$ cat src/rtl/pipe_pkg.sv
// Shared constants and helpers for the elastic pipeline slices.
package pipe_pkg;

  localparam int unsigned SKID_DEPTH = 2;

  // Counter width able to hold 0..SKID_DEPTH*n inclusive.
  function automatic int unsigned occ_width(input int unsigned n);
    return $clog2(SKID_DEPTH * n + 1);
  endfunction

endpackage

$ cat src/rtl/skid_slice.sv
// One elastic slice: main entry M feeds downstream, skid entry S absorbs the beat
// that arrives in the cycle the registered ready could not yet drop.
module skid_slice
  import pipe_pkg::*;
#(
  parameter int unsigned W        = 32,
  parameter logic [W-1:0] RST_VECT = '0
) (
  input  logic                              i_clk,
  input  logic                              i_rst,
  input  logic                              i_flush,
  input  logic                              i_up_valid,
  output logic                              o_up_ready,
  input  logic [W-1:0]                      i_up_data,
  output logic                              o_dn_valid,
  input  logic                              i_dn_ready,
  output logic [W-1:0]                      o_dn_data,
  output logic [$clog2(SKID_DEPTH+1)-1:0]   o_cnt
);

  logic         r_m_valid;
  logic         r_s_valid;
  logic [W-1:0] r_m_data;
  logic [W-1:0] r_s_data;

  logic w_up_acc;
  logic w_m_free;

  // Ready is a pure register output, so no ready path threads through the chain.
  assign o_up_ready = ~r_s_valid;
  assign o_dn_valid = r_m_valid;
  assign o_dn_data  = r_m_data;

  assign w_up_acc = i_up_valid & ~r_s_valid;
  assign w_m_free = ~r_m_valid | i_dn_ready;

  assign o_cnt = {1'b0, r_m_valid} + {1'b0, r_s_valid};

  always_ff @(posedge i_clk) begin
    if (i_rst) begin
      r_m_valid <= 1'b0;
      r_s_valid <= 1'b0;
      r_m_data  <= RST_VECT;
      r_s_data  <= RST_VECT;
    end else if (i_flush) begin
      r_m_valid <= 1'b0;
      r_s_valid <= 1'b0;
      r_m_data  <= '0;
      r_s_data  <= '0;
    end else if (w_m_free) begin
      if (r_s_valid) begin
        r_m_valid <= 1'b1;
        r_m_data  <= r_s_data;
        r_s_valid <= w_up_acc;
        if (w_up_acc) begin
          r_s_data <= i_up_data;
        end
      end else begin
        r_m_valid <= w_up_acc;
        if (w_up_acc) begin
          r_m_data <= i_up_data;
        end
      end
    end else if (w_up_acc) begin
      r_s_valid <= 1'b1;
      r_s_data  <= i_up_data;
    end
  end

endmodule

$ cat src/rtl/elastic_pipe.sv
// Chain of NSTAGES skid slices with a registered occupancy counter.
module elastic_pipe
  import pipe_pkg::*;
#(
  parameter int unsigned  W        = 32,
  parameter int unsigned  NSTAGES  = 1,
  parameter logic [W-1:0] RST_VECT = '0,
  localparam int unsigned OCC_W    = occ_width(NSTAGES)
) (
  input  logic             clk,
  input  logic             rst,
  input  logic             flush,
  input  logic             in_valid,
  output logic             in_ready,
  input  logic [W-1:0]     in_data,
  output logic             out_valid,
  input  logic             out_ready,
  output logic [W-1:0]     out_data,
  output logic [OCC_W-1:0] occupancy
);

  localparam int unsigned CNT_W = $clog2(SKID_DEPTH + 1);
  localparam logic [OCC_W-1:0] OCC_MAX = OCC_W'(SKID_DEPTH * NSTAGES);

  logic             w_valid [NSTAGES+1];
  logic             w_ready [NSTAGES+1];
  logic [W-1:0]     w_data  [NSTAGES+1];
  logic [CNT_W-1:0] w_cnt   [NSTAGES];

  logic             w_acc;
  logic             w_emit;
  logic [OCC_W-1:0] r_occ;

  assign w_valid[0]       = in_valid;
  assign w_data[0]        = in_data;
  assign in_ready         = w_ready[0] & ~rst;
  assign out_valid        = w_valid[NSTAGES];
  assign out_data         = w_data[NSTAGES];
  assign w_ready[NSTAGES] = out_ready;

  for (genvar g = 0; g < NSTAGES; g++) begin : g_slice
    skid_slice #(
      .W        (W),
      .RST_VECT (RST_VECT)
    ) u_slice (
      .i_clk      (clk),
      .i_rst      (rst),
      .i_flush    (flush),
      .i_up_valid (w_valid[g]),
      .o_up_ready (w_ready[g]),
      .i_up_data  (w_data[g]),
      .o_dn_valid (w_valid[g+1]),
      .i_dn_ready (w_ready[g+1]),
      .o_dn_data  (w_data[g+1]),
      .o_cnt      (w_cnt[g])
    );
  end

  assign w_acc  = in_valid & in_ready;
  assign w_emit = out_valid & out_ready;

  // A beat emitted during flush still leaves, but the flush zeroes the count anyway.
  always_ff @(posedge clk) begin
    if (rst || flush) begin
      r_occ <= '0;
    end else begin
      unique case ({w_acc, w_emit})
        2'b10:   r_occ <= r_occ + OCC_W'(1);
        2'b01:   r_occ <= r_occ - OCC_W'(1);
        default: r_occ <= r_occ;
      endcase
    end
  end

  assign occupancy = r_occ;

`ifndef SYNTHESIS
  logic [OCC_W-1:0] w_pop;
  logic             r_chk_armed;

  always_comb begin
    w_pop = '0;
    for (int k = 0; k < int'(NSTAGES); k++) begin
      w_pop = w_pop + OCC_W'(w_cnt[k]);
    end
  end

  always_ff @(posedge clk) begin
    if (rst) begin
      r_chk_armed <= 1'b1;
    end
    if (r_chk_armed && !rst) begin
      assert (r_occ == w_pop);
      assert (r_occ <= OCC_MAX);
      assert (!(w_emit && !w_acc && r_occ == '0));
      assert (!(w_acc && !w_emit && !flush && r_occ == OCC_MAX));
    end
  end
`endif

endmodule
$ cat config.mk
export PLATFORM = sky130hd
export DESIGN_NAME = elastic_pipe
export DESIGN_NICKNAME = d
export VERILOG_FILES = /design/src/rtl/pipe_pkg.sv /design/src/rtl/skid_slice.sv /design/src/rtl/elastic_pipe.sv
export SDC_FILE = /design/constraint.sdc
export NUM_CORES = 1
export LEC_CHECK = 0
export ABC_AREA = 1
export BUFFER_PORTS_ARGS = -buffer_cell sky130_fd_sc_hd__buf_2
export CAP_MARGIN = 20
export CELL_PAD_IN_SITES_DETAIL_PLACEMENT = 1
export CELL_PAD_IN_SITES_GLOBAL_PLACEMENT = 1
export CORE_ASPECT_RATIO = 0.7
export CORE_UTILIZATION = 35
export CTS_BUF_LIST = sky130_fd_sc_hd__clkbuf_8
export DETAILED_ROUTE_END_ITERATION = 8
export GPL_ROUTABILITY_DRIVEN = 0
export PLACE_DENSITY = 0.83
export SLEW_MARGIN = 10
export SYNTH_ARGS = -nofsm -noshare
export SYNTH_HDL_FRONTEND = slang
export SYNTH_SLANG_ARGS = --single-unit
$ cat constraint.sdc
create_clock -name clk -period 3.8 [get_ports clk]
set_input_delay 0.38 -clock clk [delete_from_list [all_inputs] [get_ports clk]]
set_output_delay 0.38 -clock clk [all_outputs]
set_load 0.01 [all_outputs]
# [Word level (Yosys, flattened, before mapping)]
# Index checks and enable logic that the tools add are counted.
[word_totals] regBits=68 latch_bits=0 mem_bits_rw=0 romBits=0 output_inout_bits=36 elab_cells=34 memories=0
[op_classes] n_addsub=2 n_mul=0 div_mod_pow=0 order_cmp=0 n_eq_ne=3 shifts=0 mux=10 n_bitwise=8 reduce_logical=6
[ops] op="$mux 32" count=5
[ops] op="$reduce_bool 2->1" count=3
[ops] op="$and 1x1->1" count=4
[ops] op="$mux 1" count=4
[ops] op="$pmux 2 s2" count=1
[ops] op="$not 1->1" count=3
[ops] op="$add 2x1->2 const B" count=1
[ops] op="$eq 2x1->1 const B" count=1
[ops] op="$eq 2x2->1 const B" count=1
[ops] op="$ne 2x1->1 const B" count=1
[ops] op="$reduce_and 2->1" count=1
[ops] op="$reduce_or 2->1" count=1
[ops] op="$sub 2x1->2 const B" count=1
[ops] op="$logic_or 1x1->1" count=1
[ops] op="$or 1x1->1" count=1

# [Longest topological paths before layout]
[logic_depth] ltp_word=5 mapped_depth=10 depth_no_buf=8

# [Modules after synthesis]
# Synthesis repeated with hierarchy kept, for this count alone.
[hier_totals] cells_unflattened=519 hier_area_um2=3268.1
[by_module_without_submodules] module="skid_slice" n_inst=1 cells_per_inst=496 area_each_um2=3131.8
[by_module_without_submodules] module="elastic_pipe" n_inst=1 cells_per_inst=23 area_each_um2=136.4

# [Worst setup path after synthesis]
# No wires, ideal clock.
[synth_timing] path_type="register -> register" start="register g_slice[0].u_slice.r_s_valid" end="register r_occ[1] (netlist: occupancy[1])" setup_time_ps=64 arrival_ps=1500 t_required_ps=3736 slack_ps=2236 path_stages_with_launch=11 period_less_slack_ps=1564 path_cell_list="dfxtp_1 -> buf_6 -> clkbuf_1 -> nor2_1 -> nand2_1 -> ha_1 -> inv_1 -> nand2_1 -> nor2_1 -> nor2_1 -> nor2_1"
[synth_via] elab_chain_len=5 word_cells_on_any_way=7 cone_classes="eq/ne (2); mux (1); bitwise (3); reduce/logical (1)"
[synth_rtl] element="start, declared" line="skid_slice.sv:22" source="logic r_s_valid;"
[synth_rtl] element="start signal, assigned" line="skid_slice.sv:54" source="r_s_valid <= w_up_acc;"
[synth_rtl] element="$not 1->1 *" line="skid_slice.sv:30" source="assign o_up_ready = ~r_s_valid;"
[synth_rtl] element="$and 1x1->1 *" line="elastic_pipe.sv:36" source="assign in_ready = w_ready[0] & ~rst;"
[synth_rtl] element="via in_ready" line="elastic_pipe.sv:14" source="output logic in_ready,"
[synth_rtl] element="$and 1x1->1 *" line="elastic_pipe.sv:59" source="assign w_acc = in_valid & in_ready;"
[synth_rtl] element="$eq 2x1->1 / $eq 2x2->1 (equally long branches)" line="elastic_pipe.sv:67" source="unique case ({w_acc, w_emit})"
[synth_rtl] element="$pmux 2 s2 / $reduce_bool 2->1 (equally long branches)"
[synth_rtl] element="end signal, assigned" line="elastic_pipe.sv:68" source="2'b10: r_occ <= r_occ + OCC_W'(1);"
[synth_rtl] element="end signal, assigned" line="elastic_pipe.sv:69" source="2'b01: r_occ <= r_occ - OCC_W'(1);"
[synth_rtl] element="end signal, assigned" line="elastic_pipe.sv:70" source="default: r_occ <= r_occ;"
[synth_rtl] element="end, declared" line="elastic_pipe.sv:32" source="logic [OCC_W-1:0] r_occ;"
# Mark *: on every way through the listed nets, which the timed path passes. The rest lies on a longest branch.
# A chain may end at the register's enable or synchronous reset.

# [Worst setup path in the final report]
[layout_timing] start="register g_slice[0].u_slice.r_m_valid" end="register g_slice[0].u_slice.r_s_data[14]"
[layout_via] elab_chain_len=3 word_cells_on_any_way=4 cone_classes="eq/ne (1); mux (1); bitwise (2)"
[layout_rtl] element="start, declared" line="skid_slice.sv:21" source="logic r_m_valid;"
[layout_rtl] element="start signal, assigned" line="skid_slice.sv:59" source="r_m_valid <= w_up_acc;"
[layout_rtl] element="$not 1->1 *" line="skid_slice.sv:35" source="assign w_m_free = ~r_m_valid | i_dn_ready;"
[layout_rtl] element="$or 1x1->1 *" line="skid_slice.sv:35"
[layout_rtl] element="$ne 2x1->1 (no line) / $mux 32 (equally long branches)"
[layout_rtl] element="end signal, assigned" line="skid_slice.sv:56" source="r_s_data <= i_up_data;"
[layout_rtl] element="end signal, assigned" line="skid_slice.sv:66" source="r_s_data <= i_up_data;"
[layout_rtl] element="end, declared" line="skid_slice.sv:24" source="logic [W-1:0] r_s_data;"
# Mark *: on every way between the ends. The rest lies on a longest branch, timed or not.

==> flow_summary_export.csv <==
group,metric,value,unit
synthesis,synth_top_family_by_area,"simple AND/OR/NAND/NOR gates",
worst_setup_path,path_common_cell,"nand2_1",
worst_setup_path,cp-end-kind,"flop",
pwr,combPwrFrac,0.115,
worst_setup_path,required,4030,ps
synthesis,yosys.area_share.xor_xnor,0,
worst_setup_path,worstPathArrival,2120,ps
worst_setup_path,critPathMaxFanout,39,
global_routing,grt.total_usage,0.1734,
clock_network,root_buffer,"clkbuf_8",
synthesis,ys_ff_latch,68,
pwr,peakVddDrop,0.1592,mV
clock_network,ctsHoldBuffers,0,
synthesis,synthMuxAreaShare,0,
sta,fmax,529.4,MHz
pwr,internal_power,0.001057,W
worst_setup_path,slowest_stage,"nor2_4",
floorplan,die_h,81.57,microns
synthesis,yosysWarningCount,0,
global_routing,antenna_found_initial,0,
layout,final_cell_mix,"167 x nand2_1, 133 x nor2_1, 73 x inv_1, 72 x buf_2, 67 x dfxtp_1",
floorplan,io_pins,73,
pwr,p_switching,0.0003716,W
worst_setup_path,r2r_slack,1910,ps
global_routing,grt_pass1_vias,2866,
clock_network,htree_levels,3,
synthesis,synth_compound_area_frac,0.05534,
synthesis,ys_types,16,
floorplan,coreArea,0.008618,sq mm
worst_setup_path,critPathLaunchType,"flop",
worst_hold_path,hold_class,"input port to flop",
pwr,leakage,1.801,nW
pwr,power_density,383.7,mW/mm^2
sta,hold_viol_final,0,
synthesis,yosysTopAreaCellShare,0.4300,
synthesis,syn_area_per_cell,6.207,sq um
floorplan,rows,28,
synthesis,synth_nets,548,
layout,drive_gt1_frac,0.1672,
pwr,seqPwrFrac,0.520,
clock_network,post-cts-setup-buffers,0,
place,hpwl,5367,microns
layout,final_net_count,608,
floorplan,die_x,115.7,microns
drt,drc,0,
worst_setup_path,worst-path-buf-inv,1,
pwr,p_sw_frac,0.2601,
layout,fin_cells,694,
place,dp_cells,679,
worst_setup_path,path_class,"flop to flop",
layout,layout_commonest_cell,"nand2_1",
clock_network,cts_resized,0,
synthesis,synthesis.area,0.003166,sq mm
floorplan,start_util,0.3673,
sta,slew_headroom,0.3660,
sta,worst_slew_pin_slew,948.8,ps
pwr,p_clk_frac,0.365,
global_routing,grt_pass1_wl,12810,microns
clock_network,clockBufferDepth,2,
global_routing,overflow,0,
drt,routed-via-count,3022,
worst_setup_path,crit_chain,"nand2_1 > nor2_4 > buf_4 > nand2_1 > nand2_1 > nor2_1",
synthesis,postSynthCellCount,510,
drt,drt-initial-drc-count,107,
sta,drv_slew,0,
synthesis,ys_top_cells_by_area,"dfxtp_1 43%, nand2_1 20%, nor2_1 16%",
sta,setup_viol,0,
global_routing,grt_max_degree,66,
worst_setup_path,path_delay_family,"simple AND/OR/NAND/NOR gates",
layout,filler_cell_count,1211,
sta,setup_tns,0,ps
sta,clock_skew,4.765,ps
synthesis,synth_top_area_cell,"dfxtp_1",
sta,finalCritPeriodShare,0.4971,
synthesis,synthAdderAreaFrac,0.003953,
layout,area_growth,17.63,%
clock_network,clk_pin_slew,70,ps
floorplan,dieArea,0.009435,sq mm
sta,rsz0062_at_grt,"false",
place,numPortBuffers,72,
sta,holdWs,365.2,ps
status,status,"completed",
drt,vias_per_cell,4.354,
drt,ant_nets,0,
synthesis,yosysSeqAreaShare,0.4300,
clock_network,cts_tree,"built",
clock_network,cts_buffers,9,
drt,dr.pass1.iters,4,
clock_network,cts.sinks,68,
worst_setup_path,max_stage_delay,640,ps
drt,routedWlPerCell,11.11,microns
drt,wirelength,7712,microns
sta,finalCriticalPeriod,1889,ps
flow_run,maxCapViolations,0,
synthesis,yosys.area_share.simple,0.3708,
layout,antenna_cells,0,
clock_network,clkLatencyLatePin,330,ps
-- flip-flops by register name, indices dropped and copies added, names as in the netlist --
| register | count |
|---|---|
| g_slice.u_slice.r_s_valid | 1 |
| g_slice.u_slice.o_dn_valid | 1 |
| occupancy | 2 |
| g_slice.u_slice.r_s_data | 32 |
| g_slice.u_slice.o_dn_data | 32 |
-- Yosys cell counts, drive strengths merged --
library cell and instances:
clkbuf 6, dfxtp 68, inv 72, a21oi 2, buf 21, nor2 135
nand4 1, nand2 170, o21ai 33, ha 1, nor3b 1
-- cells by family (layout without fill, tap and decap cells) --
kind of cell,after synthesis,count (layout)
and+or+nand+nor,307,307
DFF,68,68
AOI/OAI and AO/OA,35,35
adders and majority gates,1,1
buffers and inverters,99,163
-- stage by stage --
step           total power [W]    util  worst slack [ps]  area [sq um]
2_1_floorplan        0.0008689       -              2236          3166
3_3_place_gp         0.0009172  0.4101              1823          3535
3_5_place_dp         0.0009265  0.4125              1714          3555
4_1_cts               0.001452  0.4321              1852          3724
5_1_grt               0.001506  0.4321              1711          3724
6_report              0.001429  0.4321              1911          3724
-- cell type report --
| type | count | area, sq um | share of cell area |
|---|---|---|---|
| Sequential cell | 68 | 1363 | 0.3659 |
| Clock inverter | 4 | 17.52 | 0.004704 |
| Inverter | 72 | 270.3 | 0.07258 |
| Tap cell | 120 | 150.1 | 0.04032 |
| Multi-Input combinational cell | 343 | 1369 | 0.3676 |
| Timing Repair Buffer | 76 | 402.9 | 0.1082 |
| Clock buffer | 11 | 151.4 | 0.04066 |
-- power by group through the flow --
stage / combinational, W / sequential (W) / clock, W
3_5_place_dp: 0.000167 / 0.000759 / 0
6_report: 0.000165 / 0.000742 / 0.000521
5_1_grt: 0.000192 / 0.000744 / 0.000569
3_3_place_gp: 0.000159 / 0.000758 / 0
4_1_cts: 0.000169 / 0.000743 / 0.000541
2_1_floorplan: 0.000103 / 0.000766 / 0
-- worst paths after layout --
path	start	to	cells past startpoint
worst max-delay path	g_slice[0].u_slice.o_dn_valid$_SDFFE_PP0N_	g_slice[0].u_slice.r_s_data[14]$_SDFFE_PP0P_	6
worst min-delay path	in_data[15]	g_slice[0].u_slice.r_s_data[15]$_SDFFE_PP0P_	5
worst max register to register	g_slice[0].u_slice.o_dn_valid$_SDFFE_PP0N_	g_slice[0].u_slice.r_s_data[14]$_SDFFE_PP0P_	6
worst min register to register	g_slice[0].u_slice.r_s_data[2]$_SDFFE_PP0P_	g_slice[0].u_slice.r_s_data[2]$_SDFFE_PP0P_	2
-- worst reg2reg max path, stage by stage, from the launching register on --
cell	delay, ps
dfxtp_1	360
nand2_1	150
nor2_4	640
buf_4	410
nand2_1	110
nand2_1	80
nor2_1	40
-- per-layer routing --
| metal | track usage | wire length (microns) |
|---|---|---|
| met5 | 0 | 0 |
| met1 | 0.1965 | 3571 |
| met4 | 0.03590 | 42 |
| met3 | 0.05535 | 305 |
| met2 | 0.3216 | 3791 |
No activity file was read; power rests on OpenSTA's default activity.
